==> config.mk <==
export PLATFORM = sky130hd
export DESIGN_NAME = calc_key_encoder_flat
export DESIGN_NICKNAME = d
export VERILOG_FILES = /design/src/rtl/calc_pkg.sv /design/src/rtl/calc_key_encoder_if.sv /design/src/rtl/calc_digit_acc.sv /design/src/rtl/calc_key_encoder.sv /design/src/flat_wrapper.sv
export SDC_FILE = /design/constraint.sdc
export NUM_CORES = 1
export LEC_CHECK = 0
export CAP_MARGIN = 20
export CORE_MARGIN = 2
export CORE_UTILIZATION = 39
export CTS_CLUSTER_SIZE = 14
export DETAILED_ROUTE_END_ITERATION = 8
export PLACE_DENSITY_LB_ADDON = 0.12
export SYNTH_ARGS = -nofsm -noshare
export SYNTH_HDL_FRONTEND = slang
export SYNTH_SLANG_ARGS = --single-unit
==> constraint.sdc <==
create_clock -name clk -period 6.7 [get_ports clk]
set_input_delay 0.67 -clock clk [delete_from_list [all_inputs] [get_ports clk]]
set_output_delay 0.67 -clock clk [all_outputs]
set_load 0.02 [all_outputs]
==> src/rtl/calc_pkg.sv <==
// Shared definitions for the calculator key encoder: widths, key type codes,
// opcode constants, error codes, FSM state encoding and the coded command word.
package calc_pkg;

    localparam int unsigned NR_W      = 4;               // operand width
    localparam int unsigned OP_W      = 4;               // opcode width
    localparam int unsigned BASE      = 10;              // multi-digit entry radix
    localparam int unsigned KEY_W     = 2;               // key type width
    localparam int unsigned DATA_W    = 4;               // key payload width
    localparam int unsigned ERR_W     = 2;               // error code width
    localparam int unsigned ACC_W     = NR_W + 4;        // accumulator compute width
    localparam int unsigned CODED_W   = OP_W + 2 * NR_W; // coded command width
    localparam int unsigned MAX_DIGIT = 9;
    localparam int unsigned MAX_OP    = 4;

    typedef enum logic [KEY_W-1:0] {
        KEY_DIGIT = 2'b00,
        KEY_OP    = 2'b01,
        KEY_EQ    = 2'b10,
        KEY_CLR   = 2'b11
    } key_type_e;

    localparam logic [OP_W-1:0] OP_NONE = OP_W'(0);
    localparam logic [OP_W-1:0] OP_ADD  = OP_W'(1);
    localparam logic [OP_W-1:0] OP_SUB  = OP_W'(2);
    localparam logic [OP_W-1:0] OP_MUL  = OP_W'(3);
    localparam logic [OP_W-1:0] OP_DIV  = OP_W'(4);

    localparam logic [ERR_W-1:0] ERR_NONE  = 2'b00;
    localparam logic [ERR_W-1:0] ERR_VALUE = 2'b01; // bad digit or opcode
    localparam logic [ERR_W-1:0] ERR_OVF   = 2'b10; // operand overflow
    localparam logic [ERR_W-1:0] ERR_SEQ   = 2'b11; // key not legal in this state

    typedef enum logic [1:0] {
        S_FIRST  = 2'd0,
        S_SECOND = 2'd1,
        S_SEND   = 2'd2
    } state_e;

    // Command word as consumed by the ALU: {op, b, a}.
    typedef struct packed {
        logic [OP_W-1:0] op;
        logic [NR_W-1:0] b;
        logic [NR_W-1:0] a;
    } coded_t;

endpackage

==> src/rtl/calc_key_encoder_if.sv <==
// Key-event input and coded-command output handshakes of the key encoder.
//   key_valid/key_type/key_data/key_ready : key event stream from the keypad scanner
//   nr_coded/coded_valid/coded_ready      : coded command towards the ALU
//   err_pulse/err_code                    : key rejection reporting
// master = keypad/consumer side, slave = encoder side.
interface calc_key_encoder_if;
    import calc_pkg::*;

    logic              key_valid;
    logic [KEY_W-1:0]  key_type;
    logic [DATA_W-1:0] key_data;
    logic              key_ready;
    coded_t            nr_coded;
    logic              coded_valid;
    logic              coded_ready;
    logic              err_pulse;
    logic [ERR_W-1:0]  err_code;

    modport master (
        output key_valid, key_type, key_data, coded_ready,
        input  key_ready, nr_coded, coded_valid, err_pulse, err_code
    );

    modport slave (
        input  key_valid, key_type, key_data, coded_ready,
        output key_ready, nr_coded, coded_valid, err_pulse, err_code
    );

endinterface

==> src/rtl/calc_digit_acc.sv <==
// Combinational multi-digit accumulator: sum = value*BASE + digit with overflow flag.
//   value_i : current operand
//   digit_i : new digit (range checked by the caller)
//   sum_o   : low NR_W bits of the new operand
//   ovf_o   : new operand does not fit in NR_W bits
module calc_digit_acc
    import calc_pkg::*;
(
    input  logic [NR_W-1:0]   value_i,
    input  logic [DATA_W-1:0] digit_i,
    output logic [NR_W-1:0]   sum_o,
    output logic              ovf_o
);

    logic [ACC_W-1:0] wide;

    // Wide enough for (2^NR_W-1)*BASE + 9, so the overflow test is exact.
    assign wide  = ACC_W'(value_i) * ACC_W'(BASE) + ACC_W'(digit_i);
    assign sum_o = wide[NR_W-1:0];
    assign ovf_o = |wide[ACC_W-1:NR_W];

endmodule

==> src/rtl/calc_key_encoder.sv <==
// Key encoder: assembles digit/operator/equals/clear key events into the coded
// command word {op, b, a} and offers it on a valid/ready handshake.
//   clk  : system clock, rising edge
//   rst  : asynchronous active-low reset
//   bus  : slave side of calc_key_encoder_if (key input, coded output, errors)
module calc_key_encoder
    import calc_pkg::*;
(
    input  logic                 clk,
    input  logic                 rst,
    calc_key_encoder_if.slave    bus
);

    state_e           state_q, state_d;
    logic [NR_W-1:0]  a_q, a_d;
    logic [NR_W-1:0]  b_q, b_d;
    logic [OP_W-1:0]  op_q, op_d;
    logic             b_seen_q, b_seen_d;
    coded_t           nr_coded_q, nr_coded_d;
    logic             coded_valid_q, coded_valid_d;
    logic             err_pulse_q, err_pulse_d;
    logic [ERR_W-1:0] err_code_q, err_code_d;
    logic             key_ready_q, key_ready_d;

    logic             key_fire;
    logic             digit_ok;
    logic             op_ok;
    logic             send_done;
    logic [NR_W-1:0]  a_sum, b_sum;
    logic             a_ovf, b_ovf;
    logic             rej;
    logic [ERR_W-1:0] rej_code;

    assign key_fire  = bus.key_valid && key_ready_q;
    assign digit_ok  = bus.key_data <= DATA_W'(MAX_DIGIT);
    assign op_ok     = (bus.key_data != DATA_W'(0)) && (bus.key_data <= DATA_W'(MAX_OP));
    assign send_done = coded_valid_q && bus.coded_ready;

    calc_digit_acc u_acc_a (
        .value_i (a_q),
        .digit_i (bus.key_data),
        .sum_o   (a_sum),
        .ovf_o   (a_ovf)
    );

    calc_digit_acc u_acc_b (
        .value_i (b_q),
        .digit_i (bus.key_data),
        .sum_o   (b_sum),
        .ovf_o   (b_ovf)
    );

    // State register
    always_ff @(posedge clk or negedge rst) begin
        if (!rst) begin
            state_q <= S_FIRST;
        end else begin
            state_q <= state_d;
        end
    end

    // Next-state logic
    always_comb begin
        state_d = state_q;
        case (state_q)
            S_FIRST: begin
                if (key_fire && (key_type_e'(bus.key_type) == KEY_OP) && op_ok) begin
                    state_d = S_SECOND;
                end
            end
            S_SECOND: begin
                if (key_fire) begin
                    if ((key_type_e'(bus.key_type) == KEY_EQ) && b_seen_q) begin
                        state_d = S_SEND;
                    end else if (key_type_e'(bus.key_type) == KEY_CLR) begin
                        state_d = S_FIRST;
                    end
                end
            end
            S_SEND: begin
                if (send_done) begin
                    state_d = S_FIRST;
                end
            end
            default: state_d = S_FIRST;
        endcase
    end

    // Datapath and output next values
    always_comb begin
        a_d           = a_q;
        b_d           = b_q;
        op_d          = op_q;
        b_seen_d      = b_seen_q;
        nr_coded_d    = nr_coded_q;
        coded_valid_d = coded_valid_q;
        rej           = 1'b0;
        rej_code      = ERR_NONE;

        case (state_q)
            S_FIRST: begin
                if (key_fire) begin
                    case (key_type_e'(bus.key_type))
                        KEY_DIGIT: begin
                            if (!digit_ok) begin
                                rej = 1'b1; rej_code = ERR_VALUE;
                            end else if (a_ovf) begin
                                rej = 1'b1; rej_code = ERR_OVF;
                            end else begin
                                a_d = a_sum;
                            end
                        end
                        KEY_OP: begin
                            if (op_ok) begin
                                op_d = OP_W'(bus.key_data);
                            end else begin
                                rej = 1'b1; rej_code = ERR_VALUE;
                            end
                        end
                        KEY_EQ: begin
                            rej = 1'b1; rej_code = ERR_SEQ;
                        end
                        KEY_CLR: begin
                            a_d      = '0;
                            b_d      = '0;
                            op_d     = OP_NONE;
                            b_seen_d = 1'b0;
                        end
                        default: ;
                    endcase
                end
            end
            S_SECOND: begin
                if (key_fire) begin
                    case (key_type_e'(bus.key_type))
                        KEY_DIGIT: begin
                            if (!digit_ok) begin
                                rej = 1'b1; rej_code = ERR_VALUE;
                            end else if (b_ovf) begin
                                rej = 1'b1; rej_code = ERR_OVF;
                            end else begin
                                b_d      = b_sum;
                                b_seen_d = 1'b1;
                            end
                        end
                        KEY_OP: begin
                            // Operator may only be replaced before any b digit.
                            if (!op_ok) begin
                                rej = 1'b1; rej_code = ERR_VALUE;
                            end else if (b_seen_q) begin
                                rej = 1'b1; rej_code = ERR_SEQ;
                            end else begin
                                op_d = OP_W'(bus.key_data);
                            end
                        end
                        KEY_EQ: begin
                            if (b_seen_q) begin
                                nr_coded_d    = '{op: op_q, b: b_q, a: a_q};
                                coded_valid_d = 1'b1;
                            end else begin
                                rej = 1'b1; rej_code = ERR_SEQ;
                            end
                        end
                        KEY_CLR: begin
                            a_d      = '0;
                            b_d      = '0;
                            op_d     = OP_NONE;
                            b_seen_d = 1'b0;
                        end
                        default: ;
                    endcase
                end
            end
            S_SEND: begin
                if (send_done) begin
                    coded_valid_d = 1'b0;
                    a_d           = '0;
                    b_d           = '0;
                    op_d          = OP_NONE;
                    b_seen_d      = 1'b0;
                end
            end
            default: ;
        endcase

        err_pulse_d = rej;
        err_code_d  = rej ? rej_code : err_code_q;
        // Registered from next state so it tracks the state with no extra cycle.
        key_ready_d = (state_d != S_SEND);
    end

    // Datapath and output registers
    always_ff @(posedge clk or negedge rst) begin
        if (!rst) begin
            a_q           <= '0;
            b_q           <= '0;
            op_q          <= OP_NONE;
            b_seen_q      <= 1'b0;
            nr_coded_q    <= '0;
            coded_valid_q <= 1'b0;
            err_pulse_q   <= 1'b0;
            err_code_q    <= ERR_NONE;
            key_ready_q   <= 1'b1;
        end else begin
            a_q           <= a_d;
            b_q           <= b_d;
            op_q          <= op_d;
            b_seen_q      <= b_seen_d;
            nr_coded_q    <= nr_coded_d;
            coded_valid_q <= coded_valid_d;
            err_pulse_q   <= err_pulse_d;
            err_code_q    <= err_code_d;
            key_ready_q   <= key_ready_d;
        end
    end

    assign bus.key_ready   = key_ready_q;
    assign bus.nr_coded    = nr_coded_q;
    assign bus.coded_valid = coded_valid_q;
    assign bus.err_pulse   = err_pulse_q;
    assign bus.err_code    = err_code_q;

endmodule

==> src/flat_wrapper.sv <==
// flat-port wrapper written by rule: the top's interface ports become plain ports
module calc_key_encoder_flat import calc_pkg::*;
  (clk, rst, bus_key_valid, bus_key_type, bus_key_data, bus_coded_ready, bus_key_ready, bus_nr_coded, bus_coded_valid, bus_err_pulse, bus_err_code);
  calc_key_encoder_if bus_i ();
  input  logic clk;
  input  logic rst;
  input wire logic [$bits(bus_i.key_valid)-1:0] bus_key_valid;
  input wire logic [$bits(bus_i.key_type)-1:0] bus_key_type;
  input wire logic [$bits(bus_i.key_data)-1:0] bus_key_data;
  input wire logic [$bits(bus_i.coded_ready)-1:0] bus_coded_ready;
  output wire logic [$bits(bus_i.key_ready)-1:0] bus_key_ready;
  output wire logic [$bits(bus_i.nr_coded)-1:0] bus_nr_coded;
  output wire logic [$bits(bus_i.coded_valid)-1:0] bus_coded_valid;
  output wire logic [$bits(bus_i.err_pulse)-1:0] bus_err_pulse;
  output wire logic [$bits(bus_i.err_code)-1:0] bus_err_code;
  assign bus_i.key_valid = bus_key_valid;
  assign bus_i.key_type = bus_key_type;
  assign bus_i.key_data = bus_key_data;
  assign bus_i.coded_ready = bus_coded_ready;
  assign bus_key_ready = bus_i.key_ready;
  assign bus_nr_coded = bus_i.nr_coded;
  assign bus_coded_valid = bus_i.coded_valid;
  assign bus_err_pulse = bus_i.err_pulse;
  assign bus_err_code = bus_i.err_code;
  calc_key_encoder u_core (.clk(clk), .rst(rst), .bus(bus_i));
endmodule
==> summary.txt, run 1 <==
Outcome
  – Run status: complete, no violations

Place
  – Placed Cells: 301
  – Post-DP Area: 2490 um2
  – RD Place Congestion: 0.861
  – Setup slack at placement: 3090 ps
  – HPWL after detailed placement: 3530 um
  – # port buffers: 26

Pwr
  – Net Sw Power: 0.394 mW
  – Logic pwr share: 51.2%
  – Overall Power: 1.01 mW
  – VDD IR max: 0.130 mV
  – Clk pwr share: 18.0%
  – Sequential Power Share: 30.8%
  – Int Power: 0.615 mW
  – PwrDens: 388 nW/um2
  – P_leak: 1.21 nW
  – Sw frac: 39.0%

Setup path
  – Worst Path Required: 6870 ps
  – Worst EP arrival: 3570 ps
  – CP Launch Type: register
  – Crit-path max FO: 6
  – Worst Setup Path Type: register to register
  – Crit end category: register

Cells and area
  – Non-filler cells, final: 309
  – ANT cells: 0
  – Commonest non-fill, non-tap cell in the layout: dfrtp_1
  – Most frequent cells in the layout: dfrtp_1 (31), clkdlybuf4s50_1 (26), ha_1 (18)
  – Storage element area: 802 um2
  – Multi-input logic area: 1270 um2
  – Share of cells above drive strength 1: 13.9%
  – Synth-to-Final Area Change: 21.0%
  – Fillers: 545
  – NumNets Final: 268
  – Final Core Density: 48.1%
  – Fin area: 2600 um2

Synthesis
  – Ys flop type: dfrtp_1
  – EDFF count, synth: 0
  – Post-synthesis sequential area ratio: 37.4%
  – Avg Synthesized Cell Area: 10.3 um2
  – Warnings, synthesis: 0
  – Synth unique cells: 50
  – Seq cells post-synth: 32
  – Synthesized area: 2150 um2
  – Syn Inst Count: 208
  – Syn_nets: 240
  – Post-synth ARST share: 100%

Timing
  – FMAX: 0.294 GHz
  – TNS Setup: 0 ps
  – Max_slew headroom: 59.3%
  – Worst Hold Slack: 505 ps
  – Final setup viols: 0
  – RSZ-0062 raised after global routing: no
  – Max-slew violation count: 0
  – Setup ws final: 3300 ps
  – Clock skew: 4.05 ps
  – Tcrit/Tclk final: 50.8%
  – Worst Max-Slew Pin Slew: 609 ps
  – Post-route minimum period: 3400 ps
  – Final Hold Viols: 0

CTS
  – CTS max path bufs: 2
  – Root Buffer: clkbuf_8
  – CTS tree: yes
  – CTS H-tree lvls: 2
  – CTS clk-pin slew, worst paths: 70 ps
  – Post_cts resized: 0
  – Clock Sinks: 32
  – CTS Buf Count: 5
  – Post-CTS Setup Inserts: 0
  – Clk_lat worst skew: 280 ps
  – Cts hold-fix bufs: 0

Global routing
  – Vias in the first global route: 1684
  – First-pass GRT wire length: 8190 um
  – GRT Total Usage: 17.0%
  – Largest net degree at the start of global routing: 33
  – Initial antenna violation count: 0
  – Remaining global-route overflow: 0

Route
  – DRT Pass-1 Iters: 4
  – Final Routed Wirelength: 4740 um
  – Residual DRC: 0
  – Via count: 1661
  – DR WL/cell: 15.3 um
  – Post-route antenna net violation count: 0
  – Detailed router's first-iteration violation count: 80
  – Drt via density: 5.38

Die
  – Die Width: 78.2 um
  – Num ports: 27
  – Initial Utilization: 39.7%
  – Placeable core region: 5410 um2
  – Row cnt: 27
  – DIE HEIGHT: 78.2 um
  – Die area: 6110 um2

Hold path
  – HP Class: register to register

Job
  – Number of max-cap violations: 0
power groups by stage:
| stage | sequential [mW] | clock (mW) | combinational [mW] |
|---|---|---|---|
| 2_1_floorplan | 0.345 | 0 | 0.326 |
| 3_3_place_gp | 0.315 | 0 | 0.516 |
| 3_5_place_dp | 0.316 | 0 | 0.519 |
| 4_1_cts | 0.312 | 0.189 | 0.522 |
| 5_1_grt | 0.322 | 0.199 | 0.578 |
| 6_report | 0.311 | 0.182 | 0.516 |
worst max-delay path, stage by stage, from the launching register on:
cell	delay, ps
dfrtp_1	440
ha_1	300
ha_1	220
fa_1	380
xor2_1	180
a2111oi_1	480
a22oi_1	220
or4_4	460
a31oi_4	280
mux2_4	320
synth_stat cells (all sizes together), types with 2 or more instances:
library cell / number / area (um2)
dfrtp: 31 / 776
ha: 18 / 225
nand2: 17 / 63.8
mux2: 16 / 188
inv: 14 / 52.6
nor2: 9 / 33.8
o21ai: 9 / 45.0
a21oi: 8 / 40.0
mux2i: 6 / 60.1
nand3: 6 / 30.0
o21a: 6 / 45.0
a31oi: 5 / 46.3
clkbuf: 5 / 18.8
a21o: 4 / 30.0
a32o: 4 / 40.0
fa: 4 / 80.1
xor2: 4 / 35.0
nand2b: 3 / 18.8
nor4: 3 / 18.8
a221oi: 2 / 17.5
a22oi: 2 / 15.0
and2: 2 / 12.5
buf: 2 / 8.75
nor3: 2 / 10.0
o211ai: 2 / 15.0
o41ai: 2 / 17.5
or3: 2 / 12.5
cell type report:
| class | instances | area share [%] |
|---|---|---|
| multi-input combinational | 155 | 48.9 |
| sequential | 32 | 30.9 |
| timing repair buffer | 28 | 10.6 |
| tap | 72 | 3.47 |
| clock buffer | 6 | 2.79 |
| inverter | 14 | 2.02 |
| clock inverter | 2 | 1.35 |
cell families after synthesis:
| group | synth area share (%) |
|---|---|
| AOI/OAI and AO/OA | 17.9 |
| xor gates and xnor gates | 2.04 |
| adders and majority gates | 14.2 |
| buffers and inverters | 3.73 |
| DFF | 37.4 |
| muxes | 11.5 |
| and+or+nand+nor | 13.2 |
flip-flops by register name, summed over array words and instances, names as in the netlist:
register                count
u_core.bus.nr_coded        12
u_core.a_q                  4
u_core.b_q                  4
u_core.op_q                 4
u_core.bus.err_code         2
u_core.state_q              2
u_core.b_seen_q             1
u_core.bus.coded_valid      1
u_core.bus.err_pulse        1
u_core.bus.key_ready        1
routing by layer:
metal	vias up	part of all wire (%)	track usage (%)
met2	28	48	27.8
met1	806	47	23.3
met3	5	3.6	3.45
li1	822	-	-
met4	0	0.95	4.04
met5	-	0	0
path summary, 6_finish.rpt:
path / startpoint / to / slack [ps] / depth (start not counted)
max: u_core.a_q[3] / u_core.a_q[2] / 3300 / 9
min: u_core.bus.coded_valid / u_core.bus.coded_valid / 500 / 2
max reg2reg: u_core.a_q[3] / u_core.a_q[2] / 3300 / 9
min reg2reg: u_core.bus.coded_valid / u_core.bus.coded_valid / 500 / 2
max in group asynchronous: rst / u_core.bus.key_ready / 5590 / 2
min in group asynchronous: rst / u_core.state_q[1] / 790 / 2
Note: power is estimated with default switching activity, not from simulation.
==> run 2: changes to the inputs <==
Clock period 6.7 ns to 3.4 ns, I/O delays scaled along.
==> summary.txt, run 2 (synthesis results as in run 1) <==
Outcome
  – Run status: complete, no violations

Place
  – HPWL after detailed placement: 3530 um (about the same)
  – RD Place Congestion: 0.845 (-1.8%)
  – # port buffers: 26 (unchanged)
  – Setup slack at placement: 138 ps (-2950 ps)

Route
  – DRT Pass-1 Iters: 4 (unchanged)
  – Detailed router's first-iteration violation count: 78 (-2.5%)
  – Drt via density: 5.35 (-0.39%)
  – Final Routed Wirelength: 4820 um (+1.7%)
  – Via count: 1692 (+1.9%)
  – DR WL/cell: 15.2 um (-0.58%)
  – Post-route antenna net violation count: 0 (unchanged)
  – Residual DRC: 0 (unchanged)

Global routing
  – Largest net degree at the start of global routing: 33 (unchanged)
  – Vias in the first global route: 1713 (+1.7%)
  – GRT Total Usage: 17.5% (+0.51 points)
  – Remaining global-route overflow: 0 (unchanged)
  – First-pass GRT wire length: 8510 um (+3.9%)
  – Initial antenna violation count: 0 (unchanged)

Pwr
  – P_leak: 1.24 nW (+2.8%)
  – Net Sw Power: 0.797 mW (+100%)
  – VDD IR max: 0.263 mV (+100%)
  – Logic pwr share: 52.1% (+0.9 points)
  – Sequential Power Share: 29.5% (-1.3 points)
  – Clk pwr share: 18.4% (+0.4 points)
  – PwrDens: 764 nW/um2 (+97%)
  – Sw frac: 39.3% (+0.27 points)
  – Int Power: 1.23 mW (+100%)

Timing
  – Tcrit/Tclk final: 96.1% (+45 points)
  – Worst Max-Slew Pin Slew: 482 ps (-127 ps)
  – FMAX: 0.306 GHz (+4.1%)
  – Final setup viols: 0 (unchanged)
  – Final Hold Viols: 0 (unchanged)
  – RSZ-0062 raised after global routing: no
  – Worst Hold Slack: 434 ps (-71.1 ps)
  – TNS Setup: 0 ps (unchanged)
  – Clock skew: 11.6 ps (+7.58 ps)
  – Setup ws final: 133 ps (-3160 ps)
  – Max-slew violation count: 0 (unchanged)
  – Post-route minimum period: 3270 ps (-135 ps)
  – Max_slew headroom: 67.7% (+8.4 points)

Die
  – Placeable core region: 5410 um2 (unchanged)
  – Die Width: 78.2 um (unchanged)
  – Row cnt: 27 (unchanged)
  – Die area: 6110 um2 (unchanged)
  – Initial Utilization: 39.7% (unchanged)
  – DIE HEIGHT: 78.2 um (unchanged)
  – Num ports: 27 (unchanged)

CTS
  – Clock Sinks: 32 (unchanged)
  – Cts hold-fix bufs: 0 (unchanged)
  – Post_cts resized: 0 (unchanged)
  – CTS H-tree lvls: 2 (unchanged)
  – CTS max path bufs: 2 (unchanged)
  – CTS Buf Count: 5 (unchanged)
  – Post-CTS Setup Inserts: 0 (unchanged)
  – Root Buffer: clkbuf_8
  – CTS tree: yes
  – CTS clk-pin slew, worst paths: 80 ps (about the same)
  – Clk_lat worst skew: 290 ps (about the same)

Hold path
  – HP Class: input port to async pin

Setup path
  – Slowest cell on crit path: or4_4
  – Crit-path max FO: 4 (-2)
  – Most common cell on crit path: ha_1
  – Crit end category: register
  – Cell breakdown of the critical path: ha_1, ha_1, fa_1, xor2_1, a2111oi_1, a22oi_1, or4_4, a31oi_4, mux2_4
  – CP Launch Type: register
  – Worst EP arrival: 3440 ps (-130 ps)
  – Worst Path Required: 3570 ps (-3300 ps)
  – Worst Setup Path Type: register to register
  – Crit path largest cell delay: 450 ps (-30 ps)

Cells and area
  – Most frequent cells in the layout: dfrtp_1 (31), clkdlybuf4s50_1 (26), ha_1 (18)
  – Commonest non-fill, non-tap cell in the layout: dfrtp_1
  – Fillers: 527 (-3.3%)
  – Storage element area: 802 um2 (unchanged)
  – Synth-to-Final Area Change: 23.7%
  – Multi-input logic area: 1270 um2 (unchanged)
  – Max reg flops: 12 (unchanged)
  – Final Core Density: 49.1% (+1.0 points)
  – ANT cells: 0 (unchanged)
  – NumNets Final: 275 (+2.6%)
  – Share of cells above drive strength 1: 16.8% (+2.9 points)

Job
  – Number of max-cap violations: 0 (unchanged)
[run 2: final timing paths]
check	start	to	slack, ps	cells after the start
worst max-delay path	u_core.a_q[1]	u_core.a_q[3]	130	9
min in group clk	u_core.bus.nr_coded[3]	u_core.bus.nr_coded[3]	510	1
worst min register to register	u_core.bus.nr_coded[3]	u_core.bus.nr_coded[3]	510	1
max in group asynchronous	rst	u_core.bus.key_ready	2630	2
worst max register to register	u_core.a_q[1]	u_core.a_q[3]	130	9
worst min-delay path	rst	u_core.state_q[0]	430	2
[run 2: layer usage]
layer  global-route usage [%]  vias up  share of wire (%)
li1                         -      840                  -
met1                     24.7      819                 49
met2                     27.4       29                 47
met3                     3.56        4                3.5
met4                     4.91        0               0.66
met5                        0        -                  0
[run 2: worst max-delay path, delay by kind of cell, from the launching register on]
family | cells | cell delay, ps
AO/OA/AOI/OAI | 3 | 870
adder cells (fa/ha/maj) | 3 | 910
AND/OR/NAND/NOR | 1 | 450
multiplexers | 1 | 320
XOR/XNOR | 1 | 180
flip-flops | 1 | 420
[run 2: through the flow]
stage | instance area, um2 | power (mW) | cells
2_1_floorplan | 2150 | 1.32 | 208
3_3_place_gp | 2540 | 1.66 | 308
3_5_place_dp | 2540 | 1.66 | 308
4_1_cts | 2660 | 2.05 | 316
5_1_grt | 2660 | 2.20 | 316
6_report | 2660 | 2.03 | 316
[run 2: area by class of cell]
| class | count | area share (%) |
|---|---|---|
| Multi-Input combinational cell | 155 | 47.9 |
| Sequential cell | 32 | 30.2 |
| Timing Repair Buffer | 35 | 12.3 |
| Tap cell | 72 | 3.39 |
| Clock buffer | 5 | 2.59 |
| Inverter | 14 | 1.98 |
| Clock inverter | 3 | 1.60 |
[run 2: power groups by stage]
stage / Sequential (mW) / Clock (mW) / Combinational (mW)
2_1_floorplan: 0.680 / 0 / 0.642
3_3_place_gp: 0.605 / 0 / 1.06
3_5_place_dp: 0.609 / 0 / 1.05
4_1_cts: 0.601 / 0.385 / 1.06
5_1_grt: 0.620 / 0.405 / 1.18
6_report: 0.597 / 0.373 / 1.06
==> RTL change 1: new RTL, settings of run 2 <==
Encoding of `state_e`: now one-hot (3 bits for 3 states).
--- a/src/rtl/calc_pkg.sv
+++ b/src/rtl/calc_pkg.sv
@@ -31,10 +31,10 @@
     localparam logic [ERR_W-1:0] ERR_OVF   = 2'b10; // operand overflow
     localparam logic [ERR_W-1:0] ERR_SEQ   = 2'b11; // key not legal in this state
 
-    typedef enum logic [1:0] {
-        S_FIRST  = 2'd0,
-        S_SECOND = 2'd1,
-        S_SEND   = 2'd2
+    typedef enum logic [2:0] {
+        S_FIRST  = 3'b001,
+        S_SECOND = 3'b010,
+        S_SEND   = 3'b100
     } state_e;
 
     // Command word as consumed by the ALU: {op, b, a}.
Formal check against the unedited RTL: no difference found for any inputs over 4 cycles, from zero or initial values and one cycle with rst low; so few cycles prove little.
==> RTL change 1 against run 2 <==
Critical path depth stayed put; routed wire length is 4.6% higher; area after synthesis is 3.0% higher; final cell count is 2.2% higher; non-clock buffer count is 5 lower; design area is 0.47% lower; worst hold slack better by 0.014 ns; core utilization is 1.1 points lower; sequential cell count is 1 higher; worst setup slack better by 0.21 ns; largest cell class unchanged; highest routed layer unchanged.
Power is not compared: it rests on default switching activity, and its combinational part moved more than twofold at a synthesized area within 25%.
==> RTL change 1: results (changes against run 2) <==
* Distinct cell type count after synthesis at 59 (+18%)
* Synth top area cells: dfrtp_1 (35%), ha_1 (7.9%), mux2_2 (6.1%), fa_1 (3.6%), nand2_1 (3.6%)
* Commonest cells post-synth: dfrtp_1 (31), nand2_1 (21), ha_1 (14)
* Largest net degree at the start of global routing at 34 (+3.0%)
* Worst hold path class: in -> async
* Critical Path AT at 3.23 ns (-0.21 ns)
* Htree depth at 2 (unchanged)
* CTS resizes at 0 (unchanged)
* Worst hold margin at 0.447 ns (+0.0136 ns)
* Met3 GRT Util at 0.0375 (+0.00187)
* Total wire length at 5040 microns (+4.6%)
* Global-route wire length before repair at 8300 microns (-2.4%)
* Status: complete, no violations
* DR pass1 iterations at 4 (unchanged)
* Routability cong. at 0.909 (+7.5%)
* DRT iter0 DRCs at 40 (-49%)
* Vias in the first global route at 1723 (+0.58%)
* Share of layout cells above drive strength 1 at 0.135 (-0.0326)
* Worst Path Max Fanout at 6 (+2)
* Clock Tree Root: clkbuf_8
* Worst VDD drop at 0.310 mV
* Reg2reg end: u_core.b_q[3]
* Antenna Cells at 0 (unchanged)
* Met1 Use GR at 0.235 (-0.0113)
* Antenna violations before repair at 0 (unchanged)
* CP max-delay cell: fa_1
* Clock Skew at 0.00564 ns (-0.00599 ns)
* Total nets after synthesis at 246 (+2.5%)
* PortBufs at 26 (unchanged)
* Total of warnings raised by yosys at 0 (unchanged)
* Post-CTS Setup Inserts at 0 (unchanged)
* Number of flip-flops in the largest register at 12 (unchanged)
* Total CTS buffers at 5 (unchanged)
* Leak pwr at 0.00122 uW
* Worst-path clk slew at 0.07 ns
* R2r setup slk at 0.35 ns (+0.21 ns)
* Sequential fraction of the synthesis area at 0.375 (+0.00110)
* Crit path largest cell delay at 0.48 ns (+0.03 ns)
* R2R depth at 9 (unchanged)
* Synth async-reset ratio at 1.00 (unchanged)
* Max transition margin at 0.531 (-0.146)
* Post-DP HPWL at 3810 microns (+7.9%)
* Fill cells at 525 (-0.38%)
* CTS max path bufs at 2 (unchanged)
* GRT met2 Usage at 0.273 (-0.00126)
* CP startpoint: u_core.b_q[1]
* Final net count at 278 (+1.1%)
* Vias per std cell at 5.53 (+3.3%)
* Crit-path leading delay family: adder cells
* Clk_lat worst skew at 0.29 ns (about the same)
* GRT Total Usage at 0.171 (-0.00388)
[RTL change 1: area by class of cell]
type                            instances  area share
Multi-Input combinational cell        167       0.493
Sequential cell                        33       0.313
Timing Repair Buffer                   30       0.110
Tap cell                               72      0.0341
Clock buffer                            6      0.0275
Inverter                               13      0.0185
Clock inverter                          2     0.00379
[RTL change 1: routing by layer]
layer | vias to the layer above | share of wire | routed length, microns
li1 | 880 | - | -
met1 | 867 | 0.49 | 2490
met2 | 32 | 0.46 | 2330
met3 | 7 | 0.032 | 159
met4 | 0 | 0.011 | 54
met5 | - | 0 | 0
[RTL change 1: where the power goes]
part	internal, uW	total (uW)	switching (uW)
Combinational	217	484	267
Clock	142	291	149
Sequential	437	484	46.9
Total	796	1260	462
[RTL change 1: per-stage QoR]
stage | area [sq um] | instances | setup slack (ns)
4_1_cts | 2640 | 323 | 0.341
3_3_place_gp | 2560 | 315 | 0.334
6_report | 2640 | 323 | 0.348
5_1_grt | 2640 | 323 | 0.173
3_5_place_dp | 2560 | 315 | 0.336
2_1_floorplan | 2210 | 218 | 0.580
[RTL change 1: cell families (layout without fill, tap and decap cells)]
family                   after synthesis  in the layout  synth area share
AND/OR/NAND/NOR                       66             66             0.157
AO/OA/AOI/OAI                         63             63             0.214
flip-flops                            33             33             0.375
adder cells (fa/ha/maj)               18             18             0.115
buffers and inverters                 18             51            0.0362
multiplexers                          16             16            0.0792
XOR/XNOR                               4              4            0.0226
[RTL change 1: worst max path at each step]
stage                     to  slack [ns]  cells past startpoint
6_report       u_core.b_q[3]        0.35                      9
3_5_place_dp   u_core.a_q[2]        0.34                     10
3_3_place_gp   u_core.b_q[1]        0.33                      9
4_1_cts        u_core.b_q[2]        0.34                      9
5_1_grt        u_core.b_q[3]        0.17                      9
2_1_floorplan  u_core.b_q[2]        0.58                      9
[RTL change 1: worst reg2reg max path, delay by kind of cell (launching register included)]
kind                     cells  cell delay (ns)
AO/OA/AOI/OAI                4             0.97
XOR/XNOR                     1             0.40
adder cells (fa/ha/maj)      3             1.05
flip-flops                   1             0.45
AND/OR/NAND/NOR              1             0.09
==> RTL change 2: new RTL, settings of run 2 <==
Without the edit above. Set the package constant `ERR_W` to 3 (it was 2).
--- a/src/rtl/calc_pkg.sv
+++ b/src/rtl/calc_pkg.sv
@@ -7,7 +7,7 @@
     localparam int unsigned BASE      = 10;              // multi-digit entry radix
     localparam int unsigned KEY_W     = 2;               // key type width
     localparam int unsigned DATA_W    = 4;               // key payload width
-    localparam int unsigned ERR_W     = 2;               // error code width
+    localparam int unsigned ERR_W     = 3;               // error code width
     localparam int unsigned ACC_W     = NR_W + 4;        // accumulator compute width
     localparam int unsigned CODED_W   = OP_W + 2 * NR_W; // coded command width
     localparam int unsigned MAX_DIGIT = 9;
Interface: changed (resized bus_err_code); port bits go from 27 to 28. No check against the original RTL was run, so the function may have changed too.
==> RTL change 2 against run 2 <==
Routed wire length decreased by 4.9%; non-clock buffer count decreased by 3; area after synthesis is 0.58% higher; global-route usage down 1.2 points; critical endpoint is now u_core.bus.err_code[0]; final cell count rose by 1.3%; sequential cell count did not move; design area shrank 0.57%; sequential share of layout area rose by 0.17 points; critical path depth unchanged; total power shrank 3.2%; worst setup slack better by 0.10 ns.
==> RTL change 2: results (changes against run 2) <==
* Status: complete, no violations
* Global-route wire length before repair at 7800 microns (-8.3%)
* GRT Total Usage at 0.163 (-0.0124)
* Synth async-reset ratio at 1.00 (unchanged)
* CTS max path bufs at 2 (unchanged)
* R2R depth at 9 (unchanged)
* Clock Tree Root: clkbuf_8
* Share of layout cells above drive strength 1 at 0.153 (-0.0148)
* CTS resizes at 0 (unchanged)
* Final net count at 279 (+1.5%)
* Worst slew pin tran at 0.600 ns (+0.118 ns)
* Post-DP HPWL at 3410 microns (-3.4%)
* Worst hold path class: in -> async
* Leak pwr at 0.00122 uW (-1.8%)
* Largest net degree at the start of global routing at 33 (unchanged)
* Distinct cell type count after synthesis at 52 (+4.0%)
* Worst Path Max Fanout at 7 (+3)
* Synth top area cells: dfrtp_1 (36%), ha_1 (10%), mux2_2 (6.3%), fa_1 (3.7%), o21ai_0 (3.2%)
* Worst-path clk slew at 0.07 ns
* Antenna Cells at 0 (unchanged)
* Vias in the first global route at 1579 (-7.8%)
* Worst VDD drop at 0.365 mV (+39%)
* PortBufs at 26 (unchanged)
* WL/cell at 14.3 microns (-6.1%)
* Routability cong. at 0.843 (-0.30%)
* Clock Skew at 0.00636 ns (-0.00527 ns)
* Synth Flop Type: dfrtp_1
* Post-CTS Setup Inserts at 0 (unchanged)
* Total Power at 1960 uW (-3.2%)
* Total CTS buffers at 5 (unchanged)
* DRT iter0 DRCs at 59 (-24%)
* Total nets after synthesis at 247 (+2.9%)
* Sequential fraction of the synthesis area at 0.371 (-0.00216)
* DR pass1 iterations at 4 (unchanged)
* Commonest cells post-synth: dfrtp_1 (31), ha_1 (18), o21ai_0 (14)
* Critical Path AT at 3.33 ns (-0.11 ns)
* Htree depth at 2 (unchanged)
* DR vias at 1710 (+1.1%)
* Total of warnings raised by yosys at 0 (unchanged)
* Number of flip-flops in the largest register at 12 (unchanged)
RTL change 2: changes by cell type after synthesis, moves of 4 or more:
cell and change:
nor3_1 +6, nand2_1 -5, o21a_1 -5, o21ai_0 +5, a22o_1 +4, a32o_1 -4, mux2i_1 -4, nand3_1 +4
nor2b_1 +4, xor2_1 -4
RTL change 2: cell type report:
| cell class | instances | area (sq um) |
|---|---|---|
| clock buffers | 5 | 68.8 |
| clock inverters | 3 | 42.5 |
| fillers | 524 | 2800 |
| inverters | 13 | 48.8 |
| multi-input cells | 163 | 1280 |
| flip-flops and latches | 32 | 802 |
| well taps | 72 | 90.1 |
| repair buffers | 32 | 305 |
RTL change 2: where the power goes:
| part | switching, uW | internal (uW) |
|---|---|---|
| Combinational | 514 | 477 |
| Sequential | 99.6 | 504 |
| Clock | 152 | 217 |
RTL change 2: through the flow:
| stage | utilization | instance area, sq um | instances | setup WS, ns | hold WS, ns |
|---|---|---|---|---|---|
| 6_report | 0.485 | 2640 | 320 | 0.236 | 0.441 |
| 5_1_grt | 0.485 | 2640 | 320 | 0.0963 | 0.501 |
| 4_1_cts | 0.485 | 2640 | 320 | 0.217 | 0.473 |
| 3_5_place_dp | 0.465 | 2530 | 312 | 0.107 | 0.492 |
| 3_3_place_gp | 0.465 | 2530 | 312 | 0.177 | 0.491 |
| 2_1_floorplan | - | 2160 | 215 | 0.416 | 0.0444 |
RTL change 2: cells by family (layout without fill, tap and decap cells):
kind of cell	count (synthesis)	after routing	synth area share
simple gates	63	63	0.159
fa+ha+maj	22	22	0.141
flops	32	32	0.371
xor+xnor	4	4	0.0197
buf+inv	20	53	0.0371
compound gates	54	54	0.169
mux	19	19	0.101
other cells	1	1	0.00174
RTL change 2: layer usage:
layer,GRT usage,share of wire,vias to the layer above
met1,0.226,0.48,835
met3,0.0345,0.031,6
li1,-,-,840
met4,0.0579,0.014,0
met5,0,0,-
met2,0.251,0.47,29
RTL change 2: worst max-delay path, stage by stage (launching register included):
cell	delay, ns
dfrtp_1	0.47
ha_1	0.31
ha_1	0.22
fa_1	0.44
xor2_2	0.22
nor4b_1	0.08
o32ai_2	0.34
nor4_1	0.09
or4_4	0.57
mux2_4	0.31
RTL change 2: worst paths after layout:
kind	end	slack [ns]	from
max	u_core.bus.err_code[0]	0.24	u_core.a_q[3]
min	u_core.state_q[0]	0.44	rst
max reg2reg	u_core.bus.err_code[0]	0.24	u_core.a_q[3]
min reg2reg	u_core.bus.nr_coded[10]	0.50	u_core.op_q[2]
max in group asynchronous	u_core.bus.key_ready	2.64	rst
min in group clk	u_core.bus.nr_coded[10]	0.50	u_core.op_q[2]
